File: config.mk
export PLATFORM = sky130hd
export DESIGN_NAME = check_req_arbiter_flat
export DESIGN_NICKNAME = d
export VERILOG_FILES = /design/src/rtl/check_req_arbiter_pkg.sv /design/src/rtl/check_req_arbiter_if.sv /design/src/rtl/check_req_arbiter_rr_arbiter.sv /design/src/rtl/check_req_arbiter.sv /design/src/flat_wrapper.sv
export SDC_FILE = /design/constraint.sdc
export NUM_CORES = 1
export LEC_CHECK = 0
export CAP_MARGIN = 20
export CORE_MARGIN = 2
export CORE_UTILIZATION = 40
export CTS_CLUSTER_DIAMETER = 80
export DETAILED_ROUTE_END_ITERATION = 16
export PLACE_DENSITY_LB_ADDON = 0.12
export SLEW_MARGIN = 20
export SYNTH_ARGS = -nofsm -noshare
export SYNTH_HDL_FRONTEND = slang
export SYNTH_SLANG_ARGS = --single-unit
File: constraint.sdc
create_clock -name i_clk -period 3.6 [get_ports i_clk]
set_input_delay 0.9 -clock i_clk [delete_from_list [all_inputs] [get_ports i_clk]]
set_output_delay 0.9 -clock i_clk [all_outputs]
set_load 0.02 [all_outputs]
File: src/rtl/check_req_arbiter_pkg.sv
`default_nettype none
// ============================================================================
// Module : check_req_arbiter_pkg
// Brief  : Shared widths, id field positions and seek-flag encodings for the
//          MAC-lookup request arbiter.
// Rev    : 1.0  initial release
// ============================================================================
package check_req_arbiter_pkg;

  localparam int MAC_W      = 48;
  localparam int ID_W       = 4;
  localparam int TAG_W      = 2;
  localparam int IDX_W      = 2;
  localparam int ID_REQ_MSB = 3;
  localparam int ID_REQ_LSB = 2;
  localparam int OUTPORT_W  = 3;
  localparam int OUTST_W    = 4;

  // Where the lookup engine found the destination.
  typedef enum logic [1:0] {
    SEEK_DDR  = 2'd0,
    SEEK_XBAR = 2'd1,
    SEEK_2HOP = 2'd2,
    SEEK_VLB  = 2'd3
  } seek_flag_e;

  // Lookup id = {requester index, requester-local tag}.
  function automatic logic [ID_W-1:0] make_id(input logic [IDX_W-1:0] idx,
                                              input logic [TAG_W-1:0] tag);
    return {idx, tag};
  endfunction

endpackage
`default_nettype wire

File: src/rtl/check_req_arbiter_if.sv
`default_nettype none
// ============================================================================
// Module : check_req_arbiter_if
// Brief  : Bundle of requester, lookup and response signals around the
//          arbiter. Names carry the arbiter's point of view (i_ = into the
//          arbiter, o_ = out of it).
//   slave  : the arbiter itself
//   master : the environment (requesters, lookup engine, link status)
// Rev    : 1.0  initial release
// ============================================================================
interface check_req_arbiter_if #(
  parameter int P_REQ_NUM = 4
);
  import check_req_arbiter_pkg::*;

  // link status
  logic                         i_stat_rx_status;
  // requester side
  logic [P_REQ_NUM-1:0]         i_req_valid;
  logic [MAC_W*P_REQ_NUM-1:0]   i_req_mac;
  logic [TAG_W*P_REQ_NUM-1:0]   i_req_tag;
  logic [P_REQ_NUM-1:0]         o_req_ready;
  // lookup port
  logic [MAC_W-1:0]             o_check_mac;
  logic [ID_W-1:0]              o_check_id;
  logic                         o_check_valid;
  logic [OUTPORT_W-1:0]         i_outport;
  logic                         i_result_valid;
  logic [ID_W-1:0]              i_check_id;
  logic [1:0]                   i_seek_flag;
  // response to owners
  logic [P_REQ_NUM-1:0]         o_rsp_valid;
  logic [OUTPORT_W-1:0]         o_rsp_outport;
  logic [1:0]                   o_rsp_seek_flag;
  logic [TAG_W-1:0]             o_rsp_tag;
  // status
  logic [OUTST_W-1:0]           o_outstanding;
  logic                         o_err_timeout;

  modport slave (
    input  i_stat_rx_status, i_req_valid, i_req_mac, i_req_tag,
           i_outport, i_result_valid, i_check_id, i_seek_flag,
    output o_req_ready, o_check_mac, o_check_id, o_check_valid,
           o_rsp_valid, o_rsp_outport, o_rsp_seek_flag, o_rsp_tag,
           o_outstanding, o_err_timeout
  );

  modport master (
    output i_stat_rx_status, i_req_valid, i_req_mac, i_req_tag,
           i_outport, i_result_valid, i_check_id, i_seek_flag,
    input  o_req_ready, o_check_mac, o_check_id, o_check_valid,
           o_rsp_valid, o_rsp_outport, o_rsp_seek_flag, o_rsp_tag,
           o_outstanding, o_err_timeout
  );

endinterface
`default_nettype wire

File: src/rtl/check_req_arbiter_rr_arbiter.sv
`default_nettype none
// ============================================================================
// Module : check_req_arbiter_rr_arbiter
// Brief  : N-way round-robin arbiter. Grants the first request at or after
//          the pointer; the pointer then moves one past the winner.
// Ports  : i_clk, i_rst_n  clock, async active-low reset
//          en_i            grant enable
//          req_i[N]        request vector
//          gnt_o[N]        one-hot grant (combinational)
//          gnt_idx_o       binary index of the grant
//          gnt_any_o       a grant is given this cycle
// Rev    : 1.0  initial release
// ============================================================================
module check_req_arbiter_rr_arbiter
  import check_req_arbiter_pkg::*;
#(
  parameter int P_REQ_NUM = 4
) (
  input  wire logic                 i_clk,
  input  wire logic                 i_rst_n,
  input  wire logic                 en_i,
  input  wire logic [P_REQ_NUM-1:0] req_i,
  output logic      [P_REQ_NUM-1:0] gnt_o,
  output logic      [IDX_W-1:0]     gnt_idx_o,
  output logic                      gnt_any_o
);

  logic [IDX_W-1:0] ptr_q, ptr_d;

  always_comb begin
    logic [IDX_W-1:0] k;
    k         = '0;
    gnt_o     = '0;
    gnt_idx_o = '0;
    gnt_any_o = 1'b0;
    for (int i = 0; i < P_REQ_NUM; i++) begin
      k = IDX_W'((32'(ptr_q) + 32'(i)) % 32'(P_REQ_NUM));
      if (en_i && !gnt_any_o && req_i[k]) begin
        gnt_any_o = 1'b1;
        gnt_o[k]  = 1'b1;
        gnt_idx_o = k;
      end
    end
  end

  always_comb begin
    ptr_d = ptr_q;
    if (gnt_any_o) begin
      ptr_d = IDX_W'((32'(gnt_idx_o) + 32'd1) % 32'(P_REQ_NUM));
    end
  end

  always_ff @(posedge i_clk or negedge i_rst_n) begin
    if (!i_rst_n) begin
      ptr_q <= '0;
    end else begin
      ptr_q <= ptr_d;
    end
  end

endmodule
`default_nettype wire

File: src/rtl/check_req_arbiter.sv
`default_nettype none
// ============================================================================
// Module : check_req_arbiter
// Brief  : Shares one MAC-lookup port among P_REQ_NUM requesters. Round-robin
//          grant, one registered issue per grant, results routed back to the
//          owner by the id tag, bounded in-flight count, lost-result watchdog.
// Ports  : i_clk, i_rst_n   clock, async active-low reset
//          bus (slave)      requester / lookup / response / status bundle
// Params : P_REQ_NUM   requesters, 2..4
//          P_MAX_OUTST max lookups in flight, 1..15
//          P_TIMEOUT   idle cycles with lookups in flight before error
// Rev    : 1.0  initial release
// ============================================================================
module check_req_arbiter
  import check_req_arbiter_pkg::*;
#(
  parameter int P_REQ_NUM   = 4,
  parameter int P_MAX_OUTST = 4,
  parameter int P_TIMEOUT   = 64
) (
  input wire logic           i_clk,
  input wire logic           i_rst_n,
  check_req_arbiter_if.slave bus
);

  localparam int WD_W = $clog2(P_TIMEOUT + 1);

  // arbitration
  logic                 w_can_issue;
  logic [P_REQ_NUM-1:0] w_gnt;
  logic [IDX_W-1:0]     w_gnt_idx;
  logic                 w_gnt_any;

  // issue registers
  logic                 check_valid_q, check_valid_d;
  logic [MAC_W-1:0]     check_mac_q, check_mac_d;
  logic [ID_W-1:0]      check_id_q, check_id_d;

  // response registers
  logic [IDX_W-1:0]     w_rsp_idx;
  logic                 w_rsp_hit;
  logic [P_REQ_NUM-1:0] rsp_valid_q, rsp_valid_d;
  logic [OUTPORT_W-1:0] rsp_outport_q, rsp_outport_d;
  seek_flag_e           rsp_seek_q, rsp_seek_d;
  logic [TAG_W-1:0]     rsp_tag_q, rsp_tag_d;

  // in-flight tracking and watchdog
  logic                 w_inc, w_dec;
  logic [OUTST_W-1:0]   outst_q, outst_d;
  logic [WD_W-1:0]      wd_q, wd_d;
  logic                 err_q, err_d;

  // The lookup registered in the issue stage is counted here already so the
  // grant in the same cycle cannot push the in-flight total past the limit.
  assign w_can_issue = bus.i_stat_rx_status && !err_q &&
                       (({1'b0, outst_q} + {{OUTST_W{1'b0}}, check_valid_q})
                        < (OUTST_W+1)'(P_MAX_OUTST));

  check_req_arbiter_rr_arbiter #(
    .P_REQ_NUM (P_REQ_NUM)
  ) u_rr (
    .i_clk     (i_clk),
    .i_rst_n   (i_rst_n),
    .en_i      (w_can_issue),
    .req_i     (bus.i_req_valid),
    .gnt_o     (w_gnt),
    .gnt_idx_o (w_gnt_idx),
    .gnt_any_o (w_gnt_any)
  );

  // Issue stage: capture the winner's MAC and tag, strobe one cycle later.
  always_comb begin
    check_valid_d = w_gnt_any;
    check_mac_d   = check_mac_q;
    check_id_d    = check_id_q;
    if (w_gnt_any) begin
      check_mac_d = bus.i_req_mac[w_gnt_idx*MAC_W +: MAC_W];
      check_id_d  = make_id(w_gnt_idx, bus.i_req_tag[w_gnt_idx*TAG_W +: TAG_W]);
    end
  end

  // Response demux; an id naming a non-existent requester is dropped.
  assign w_rsp_idx = bus.i_check_id[ID_REQ_MSB:ID_REQ_LSB];
  assign w_rsp_hit = bus.i_result_valid &&
                     ({{(32-IDX_W){1'b0}}, w_rsp_idx} < 32'(P_REQ_NUM));

  always_comb begin
    rsp_valid_d   = '0;
    rsp_outport_d = rsp_outport_q;
    rsp_seek_d    = rsp_seek_q;
    rsp_tag_d     = rsp_tag_q;
    if (w_rsp_hit) begin
      rsp_valid_d[w_rsp_idx] = 1'b1;
      rsp_outport_d          = bus.i_outport;
      rsp_seek_d             = seek_flag_e'(bus.i_seek_flag);
      rsp_tag_d              = bus.i_check_id[TAG_W-1:0];
    end
  end

  // In-flight counter. Results arriving with nothing in flight (e.g. stale
  // ones after a reset) do not decrement. Once the error is latched, late
  // issues are not counted so the count stays at zero.
  assign w_inc = check_valid_q && !err_q;
  assign w_dec = bus.i_result_valid && (outst_q != '0);

  always_comb begin
    outst_d = outst_q + OUTST_W'(w_inc) - OUTST_W'(w_dec);
    wd_d    = wd_q;
    err_d   = err_q;
    if (bus.i_result_valid || (outst_q == '0)) begin
      wd_d = '0;
    end else if (wd_q == WD_W'(P_TIMEOUT - 1)) begin
      wd_d    = '0;
      err_d   = 1'b1;
      outst_d = '0;
    end else begin
      wd_d = wd_q + WD_W'(1);
    end
  end

  always_ff @(posedge i_clk or negedge i_rst_n) begin
    if (!i_rst_n) begin
      check_valid_q <= 1'b0;
      check_mac_q   <= '0;
      check_id_q    <= '0;
      rsp_valid_q   <= '0;
      rsp_outport_q <= '0;
      rsp_seek_q    <= SEEK_DDR;
      rsp_tag_q     <= '0;
      outst_q       <= '0;
      wd_q          <= '0;
      err_q         <= 1'b0;
    end else begin
      check_valid_q <= check_valid_d;
      check_mac_q   <= check_mac_d;
      check_id_q    <= check_id_d;
      rsp_valid_q   <= rsp_valid_d;
      rsp_outport_q <= rsp_outport_d;
      rsp_seek_q    <= rsp_seek_d;
      rsp_tag_q     <= rsp_tag_d;
      outst_q       <= outst_d;
      wd_q          <= wd_d;
      err_q         <= err_d;
    end
  end

  assign bus.o_req_ready     = w_gnt;
  assign bus.o_check_valid   = check_valid_q;
  assign bus.o_check_mac     = check_mac_q;
  assign bus.o_check_id      = check_id_q;
  assign bus.o_rsp_valid     = rsp_valid_q;
  assign bus.o_rsp_outport   = rsp_outport_q;
  assign bus.o_rsp_seek_flag = rsp_seek_q;
  assign bus.o_rsp_tag       = rsp_tag_q;
  assign bus.o_outstanding   = outst_q;
  assign bus.o_err_timeout   = err_q;

endmodule
`default_nettype wire

File: src/flat_wrapper.sv
// flat-port wrapper written by rule: the top's interface ports become plain ports
module check_req_arbiter_flat import check_req_arbiter_pkg::*;
#(
  parameter int P_REQ_NUM   = 4,
  parameter int P_MAX_OUTST = 4,
  parameter int P_TIMEOUT   = 64
)
  (i_clk, i_rst_n, bus_i_stat_rx_status, bus_i_req_valid, bus_i_req_mac, bus_i_req_tag, bus_i_outport, bus_i_result_valid, bus_i_check_id, bus_i_seek_flag, bus_o_req_ready, bus_o_check_mac, bus_o_check_id, bus_o_check_valid, bus_o_rsp_valid, bus_o_rsp_outport, bus_o_rsp_seek_flag, bus_o_rsp_tag, bus_o_outstanding, bus_o_err_timeout);
  check_req_arbiter_if #(.P_REQ_NUM(P_REQ_NUM)) bus_i ();
  input wire logic i_clk;
  input wire logic i_rst_n;
  input wire logic [$bits(bus_i.i_stat_rx_status)-1:0] bus_i_stat_rx_status;
  input wire logic [$bits(bus_i.i_req_valid)-1:0] bus_i_req_valid;
  input wire logic [$bits(bus_i.i_req_mac)-1:0] bus_i_req_mac;
  input wire logic [$bits(bus_i.i_req_tag)-1:0] bus_i_req_tag;
  input wire logic [$bits(bus_i.i_outport)-1:0] bus_i_outport;
  input wire logic [$bits(bus_i.i_result_valid)-1:0] bus_i_result_valid;
  input wire logic [$bits(bus_i.i_check_id)-1:0] bus_i_check_id;
  input wire logic [$bits(bus_i.i_seek_flag)-1:0] bus_i_seek_flag;
  output wire logic [$bits(bus_i.o_req_ready)-1:0] bus_o_req_ready;
  output wire logic [$bits(bus_i.o_check_mac)-1:0] bus_o_check_mac;
  output wire logic [$bits(bus_i.o_check_id)-1:0] bus_o_check_id;
  output wire logic [$bits(bus_i.o_check_valid)-1:0] bus_o_check_valid;
  output wire logic [$bits(bus_i.o_rsp_valid)-1:0] bus_o_rsp_valid;
  output wire logic [$bits(bus_i.o_rsp_outport)-1:0] bus_o_rsp_outport;
  output wire logic [$bits(bus_i.o_rsp_seek_flag)-1:0] bus_o_rsp_seek_flag;
  output wire logic [$bits(bus_i.o_rsp_tag)-1:0] bus_o_rsp_tag;
  output wire logic [$bits(bus_i.o_outstanding)-1:0] bus_o_outstanding;
  output wire logic [$bits(bus_i.o_err_timeout)-1:0] bus_o_err_timeout;
  assign bus_i.i_stat_rx_status = bus_i_stat_rx_status;
  assign bus_i.i_req_valid = bus_i_req_valid;
  assign bus_i.i_req_mac = bus_i_req_mac;
  assign bus_i.i_req_tag = bus_i_req_tag;
  assign bus_i.i_outport = bus_i_outport;
  assign bus_i.i_result_valid = bus_i_result_valid;
  assign bus_i.i_check_id = bus_i_check_id;
  assign bus_i.i_seek_flag = bus_i_seek_flag;
  assign bus_o_req_ready = bus_i.o_req_ready;
  assign bus_o_check_mac = bus_i.o_check_mac;
  assign bus_o_check_id = bus_i.o_check_id;
  assign bus_o_check_valid = bus_i.o_check_valid;
  assign bus_o_rsp_valid = bus_i.o_rsp_valid;
  assign bus_o_rsp_outport = bus_i.o_rsp_outport;
  assign bus_o_rsp_seek_flag = bus_i.o_rsp_seek_flag;
  assign bus_o_rsp_tag = bus_i.o_rsp_tag;
  assign bus_o_outstanding = bus_i.o_outstanding;
  assign bus_o_err_timeout = bus_i.o_err_timeout;
  check_req_arbiter #(.P_REQ_NUM(P_REQ_NUM), .P_MAX_OUTST(P_MAX_OUTST), .P_TIMEOUT(P_TIMEOUT)) u_core (.i_clk(i_clk), .i_rst_n(i_rst_n), .bus(bus_i));
endmodule
# After elaboration in Yosys (flattened, before gate mapping)
# Index checks and enable logic that the tools add are counted.
[word_totals]
romBits = 0
out_inout_bits = 73
n_memories = 0
word_cells = 97
mem_bits_rw = 0
regBits = 78
in_bits = 217
latchBits = 0
[classes]
bitwise_logic = 4
addsub = 8
div_mod_pow = 0
shift = 2
n_mul = 1
magnitude_cmp = 11
n_reduce_logical = 24
eq_ne = 1
mux = 35
[op_table]
columns = ["cell", "count"]
rows = [
  ["192-bit by 9-bit variable part select with 48-bit output", 1],
  ["4-bit 2-to-1 mux", 7],
  ["1-bit logical AND", 16],
  ["2-bit by 3-bit less-than comparator with 1-bit output (second input constant)", 5],
  ["7-bit 2-to-1 mux", 2],
  ["1-bit 2-to-1 mux", 13],
  ["4-bit bitwise OR", 3],
  ["1-bit demux with 2-bit select", 5],
  ["2-bit by 1-bit greater-or-equal comparator with 1-bit output (second input constant)", 5],
  ["1-bit binary-select mux with 2-bit select", 4],
  ["2-bit 2-to-1 mux", 4],
  ["8-bit by 4-bit variable part select with 2-bit output", 1],
  ["7-bit by 1-bit adder with 7-bit output (second input constant)", 1],
  ["7-bit by 6-bit == test with 1-bit output (second input constant)", 1],
  ["4-bit by 1-bit adder with 5-bit output", 1],
  ["5-bit by 3-bit less-than comparator with 1-bit output (second input constant)", 1],
  ["2-bit by 1-bit adder with 2-bit output (second input constant)", 2],
  ["2-bit adder (second input constant)", 2],
  ["4-bit by 1-bit adder with 4-bit output", 1],
  ["1-bit logical NOT", 4],
  ["4-bit logical NOT", 1],
  ["2-bit by 2-bit multiplier with 4-bit output (second input constant)", 1],
  ["4-bit nonzero test", 1],
  ["4-bit by 1-bit subtractor with 4-bit output", 1],
  ["3 further kinds", 3],
]

# Longest topological paths before layout
[depth]
word_depth = 19
mapped_depth = 13
depth_no_buf = 11

# By module
# Synthesis repeated with hierarchy kept, for this count alone.
[hier_totals]
cells_unflattened = 331
area_unflattened_um2 = 5066.1
[by_module_without_submodules]
columns = ["mod", "seq_area_each_um2", "area_per_inst_um2", "n_inst", "cells_each"]
rows = [
  ["check_req_arbiter", 1901.8, 4469.3, 1, 265],
  ["check_req_arbiter_rr_arbiter", 50.0, 596.8, 1, 66],
]

# Least setup slack after synthesis
# Ideal clock, no wire load.
[synth_timing]
path_kind = "input to output"
startpoint = "in bus_i_req_valid[3]"
endpoint = "out bus_o_req_ready[0]"
cell_stages = 7
path_buffers = 1
arrival_ns = 2.436
path_slack_ns = 0.264
required_time_ns = 2.700
path_cell_list = "clkbuf_1 mux4_2 nor2b_4 a22oi_1 o21ai_0 nand2_1 a21oi_1"
[synth_between]
elab_chain_len = 16
elab_cells_between_ends = 28
cone_classes = "15 x mux; 3 x bitwise; 10 x reduce/logical"
[synth_lines]
columns = ["item", "line", "source"]
rows = [
  ["from (decl)", "flat_wrapper.sv:13", "input wire logic [$bits(bus_i.i_req_valid)-1:0] bus_i_req_valid;"],
  ["1-bit binary-select mux with 2-bit select", "check_req_arbiter_rr_arbiter.sv:38", "if (en_i && !gnt_any_o && req_i[k]) begin"],
  ["1-bit 2-to-1 mux (not written as such)", "check_req_arbiter_rr_arbiter.sv:38", ""],
  ["1-bit logical AND", "check_req_arbiter_rr_arbiter.sv:38", ""],
  ["1-bit 2-to-1 mux", "check_req_arbiter_rr_arbiter.sv:38", ""],
  ["1-bit logical NOT", "check_req_arbiter_rr_arbiter.sv:38", ""],
  ["1-bit logical AND (2 in series)", "check_req_arbiter_rr_arbiter.sv:38", ""],
  ["1-bit 2-to-1 mux", "check_req_arbiter_rr_arbiter.sv:38", ""],
  ["1-bit logical NOT", "check_req_arbiter_rr_arbiter.sv:38", ""],
  ["1-bit logical AND (2 in series)", "check_req_arbiter_rr_arbiter.sv:38", ""],
  ["1-bit 2-to-1 mux", "check_req_arbiter_rr_arbiter.sv:38", ""],
  ["1-bit logical NOT", "check_req_arbiter_rr_arbiter.sv:38", ""],
  ["1-bit logical AND (2 in series)", "check_req_arbiter_rr_arbiter.sv:38", ""],
  ["4-bit 2-to-1 mux (*)", "check_req_arbiter_rr_arbiter.sv:38", ""],
  ["to (decl)", "flat_wrapper.sv:20", "output wire logic [$bits(bus_i.o_req_ready)-1:0] bus_o_req_ready;"],
]
# Mark *: on every way between the ends. The rest lies on a longest branch, timed or not. The select of a mux whose other input is x is not followed.

# Final worst setup path
[layout_timing]
startpoint = "reg u_core.u_rr.ptr_q[1]"
endpoint = "out bus_o_req_ready[0]"
[layout_between]
elab_chain_len = 16
elab_cells_between_ends = 51
cone_classes = "3 x add/sub; 8 x order compare; 23 x mux; 3 x bitwise; 14 x reduce/logical"
[layout_lines]
columns = ["item", "line", "source"]
rows = [
  ["from (decl)", "check_req_arbiter_rr_arbiter.sv:28", "logic [IDX_W-1:0] ptr_q, ptr_d;"],
  ["from (signal assigned)", "check_req_arbiter_rr_arbiter.sv:57", "ptr_q <= ptr_d;"],
  ["branches (longest 15 deep; another with 2-bit by 3-bit less-than comparator with 1-bit output)", "-", ""],
  ["4-bit 2-to-1 mux (*)", "check_req_arbiter_rr_arbiter.sv:38", ""],
]
# Every way passes the cells marked *. The select of a mux whose other input is x is not followed.

==> metrics.md <==
| Metric | Value |
|---|---|
| Vias in the first global route | `5936` |
| Final Hold Viols | `0` |
| Avg Cell Area, Syn | `9.26 um2` |
| CP cell instances | `inv_1 > ha_1 > mux4_2 > o21ai_0 > nand2_1 > a21oi_1 > buf_2` |
| Peak supply drop | `0.274 mV` |
| First-pass iteration count of the detailed router | `6` |
| Chip height | `120 um` |
| Gpl congestion | `0.975` |
| First-pass GRT wire length | `31.4 mm` |
| Post-synth cell types | `51` |
| Hold depth | `1` |
| Critical path startpoint category | `register` |
| Drt first-iter violations | `389` |
| Clock transition at path regs | `0.06 ns` |
| Synth Cell Area | `0.00535 mm2` |
| Critical path peak fanout | `11` |
| Root Buffer | `clkbuf_16` |
| Initial antenna violation count | `0` |
| Async SR Flop Fraction | `100%` |
| Commonest cells in the netlist | `nor3b_1 (98), dfrtp_1 (78), nor2_1 (63), a211oi_1 (50), nor3_1 (50)` |
| Core ar. | `0.0131 mm2` |
| Status | `complete, no violations` |
| R2R depth | `10` |
| CTS Buf Count | `9` |
| Antenna viol nets, final | `0` |
| Worst-path cell with the longest stage delay | `mux4_2` |
| Final Max Slew Viols | `0` |
| Floorplan row count | `42` |
| DP Cell Count | `1029` |
| Seq/Total Area, Yosys | `36.5%` |
| Worst path required time | `2.70 ns` |
| Die width | `120 um` |
| Hold Slack | `0.469 ns` |
| Rel. slew slack | `49.8%` |
| Max-cap violations | `0` |
| CTS max path bufs | `2` |
| PwrDens | `700 mW/mm2` |
| Worst setup path class | `register to primary output` |
| Gr ovfl total | `0` |
| Leakage power | `3.30 nW` |
| EDFF count, synth | `0` |
| Area of the multi-input gates | `0.00316 mm2` |
| Worst Clk Skew | `0.00365 ns` |
| Hold-fix buffers, CTS | `0` |
| Final wirelength | `20.1 mm` |
| Clock latency at the later pin of the worst-skew pair | `0.33 ns` |
| Fin nets | `1095` |
| Post-synth top area share | `36.5%` |
| Synthesized instance count | `578` |
| Filler cells | `1050` |
| Final setup fails | `0` |
| I/O pin count | `290` |
| Vias | `5805` |
| Share of cells above drive strength 1 | `12.8%` |
| Cell taking the most area after synthesis | `dfrtp_1` |
| Final HPWL from detailed placement | `14.7 mm` |
| H-tree depth | `3` |
| WL/cell | `19.2 um` |
| Global Route Usage Sum | `27.9%` |
| Min Tclk post-route | `3.39 ns` |
| Syn Nets | `808` |
| Largest cells by area after synthesis | `dfrtp_1 (36%), nor3b_1 (14%), a211oi_1 (7.0%)` |
| RSZ-0062 raised after global routing | `false` |
| DRC Markers | `0` |
| CP arrival | `2.49 ns` |
| Die Area | `0.0143 mm2` |
| Syn. warnings | `0` |
| Most frequent cell after synthesis | `nor3b_1` |
| Slew @ Worst Pin | `0.753 ns` |
| Crit end category | `primary output` |
| Synth-to-layout area growth | `69.3%` |
| FF/Latch Area | `0.00195 mm2` |
| Largest stage delay, worst path | `0.66 ns` |
| Finished Layout Cells | `1044` |
| ANT cells | `0` |
| Drt via density | `5.56` |
| Largest net degree at the start of global routing | `98` |
| TritonCTS clock tree | `done` |
| Max Freq | `295 MHz` |
| Initial core utilization | `40.7%` |
| Synthesized flop and latch total | `78` |
| Port Buffers | `289` |
| Main synth FF type | `dfrtp_1` |
| Worst min path class | `register to register` |
| TritonCTS Sinks | `78` |
| Final Cycle Share | `94.2%` |
[logic make-up (layout without fill, tap and decap cells)]
kind of cell,after synthesis,in the layout,synth area share [%]
fa+ha+maj,13,13,3.18
mux,16,16,4.12
simple gates,259,259,27.8
flops,78,78,36.5
buf+inv,73,363,5.87
compound gates,133,133,21.6
xor+xnor,6,6,0.982
[where the power goes]
group          leakage [nW]  switching (W)  internal, W  total, W
Sequential            0.911       0.000220      0.00124   0.00145
Combinational          2.25        0.00214      0.00184   0.00398
Clock                 0.142       0.000346     0.000568  0.000914
[per-layer routing]
layer  part of all wire, %  vias up  global-route usage (%)  wire length (um)
met5                     0        -                       0                 0
met2                    49      216                    47.1              9940
met3                   6.4       47                    5.70              1290
met1                    40     2784                    34.5              8120
li1                      -     2758                       -                 -
met4                   3.6        0                    12.4               727
[through the flow]
| stage | util [%] | cell area, um2 | power [W] | TNS [ns] | setup WS (ns) |
|---|---|---|---|---|---|
| after floorplan | - | 5350 | 0.00347 | 0 | 0.264 |
| after global placement | 66.3 | 8720 | 0.00527 | -11.13 | -0.387 |
| after detailed placement | 66.3 | 8720 | 0.00536 | -15.49 | -0.475 |
| after CTS | 68.4 | 8990 | 0.00630 | 0 | 0.0137 |
| after global routing | 69.0 | 9060 | 0.00673 | 0 | 0.0650 |
| final | 69.0 | 9060 | 0.00635 | 0 | 0.210 |
[cells in the final DEF, fill, tap and decap left out, types with 5 or more instances in the layout]
cell and instances:
a2111oi_2 20, a211oi_1 50, buf_12 12, nor3_1 50, ha_1 12, nand2b_1 5, mux2_2 7, clkdlybuf4s50_1 280
o21ai_1 5, nor2_1 63, dfrtp_1 78, inv_1 13, nor3b_1 97, clkbuf_16 9, a2111oi_0 25, nor2b_1 5
buf_4 36, nand2_1 17
[worst max-delay path: cells and delay by family (launching register included)]
family                   cells  cell delay, ns
AND/OR/NAND/NOR              1            0.09
multiplexers                 1            0.66
adder cells (fa/ha/maj)      1            0.44
buffers and inverters        2            0.27
flip-flops                   1            0.34
AO/OA/AOI/OAI                2            0.35
[final cells by class]
type / count / share of cell area [%]
repair buffers: 335 / 37.4
multi-input cells: 427 / 34.9
flip-flops and latches: 78 / 21.5
clock buffers: 13 / 2.87
well taps: 176 / 2.43
inverters: 14 / 0.580
clock inverters: 1 / 0.331
[timing repair]
action                                  CTS  global route
pin swaps                                 0             6
resized for setup                        20            21
buffers inserted                          0             1
endpoints found under the setup margin   13            26
[flip-flops by register name (all words and copies together) (netlist names)]
| register | count |
|---|---|
| u_core.bus.o_err_timeout | 1 |
| u_core.bus.o_check_id | 4 |
| u_core.bus.o_rsp_tag | 2 |
| u_core.bus.o_rsp_outport | 3 |
| u_core.bus.o_outstanding | 4 |
| u_core.bus.o_check_mac | 48 |
| u_core.bus.o_rsp_seek_flag | 2 |
| u_core.u_rr.ptr_q | 2 |
| u_core.bus.o_check_valid | 1 |
| u_core.bus.o_rsp_valid | 4 |
| u_core.wd_q | 7 |
[final timing paths]
kind / startpoint / end / slack [ns]
worst max-delay path: u_core.u_rr.ptr_q[1]$_DFFE_PN0P_ / bus_o_req_ready[0] / 0.21
worst min register to register: u_core.wd_q[0]$_DFF_PN0_ / u_core.wd_q[0]$_DFF_PN0_ / 0.47
max in group asynchronous: i_rst_n / u_core.bus.o_check_mac[19]$_DFFE_PN0P_ / 2.48
worst max register to register: u_core.u_rr.ptr_q[1]$_DFFE_PN0P_ / u_core.bus.o_check_mac[23]$_DFFE_PN0P_ / 0.35
worst min-delay path: u_core.wd_q[0]$_DFF_PN0_ / u_core.wd_q[0]$_DFF_PN0_ / 0.47
min in group asynchronous: i_rst_n / u_core.bus.o_rsp_tag[0]$_DFFE_PN0P_ / 0.59
(Power assumes the default switching activity.)
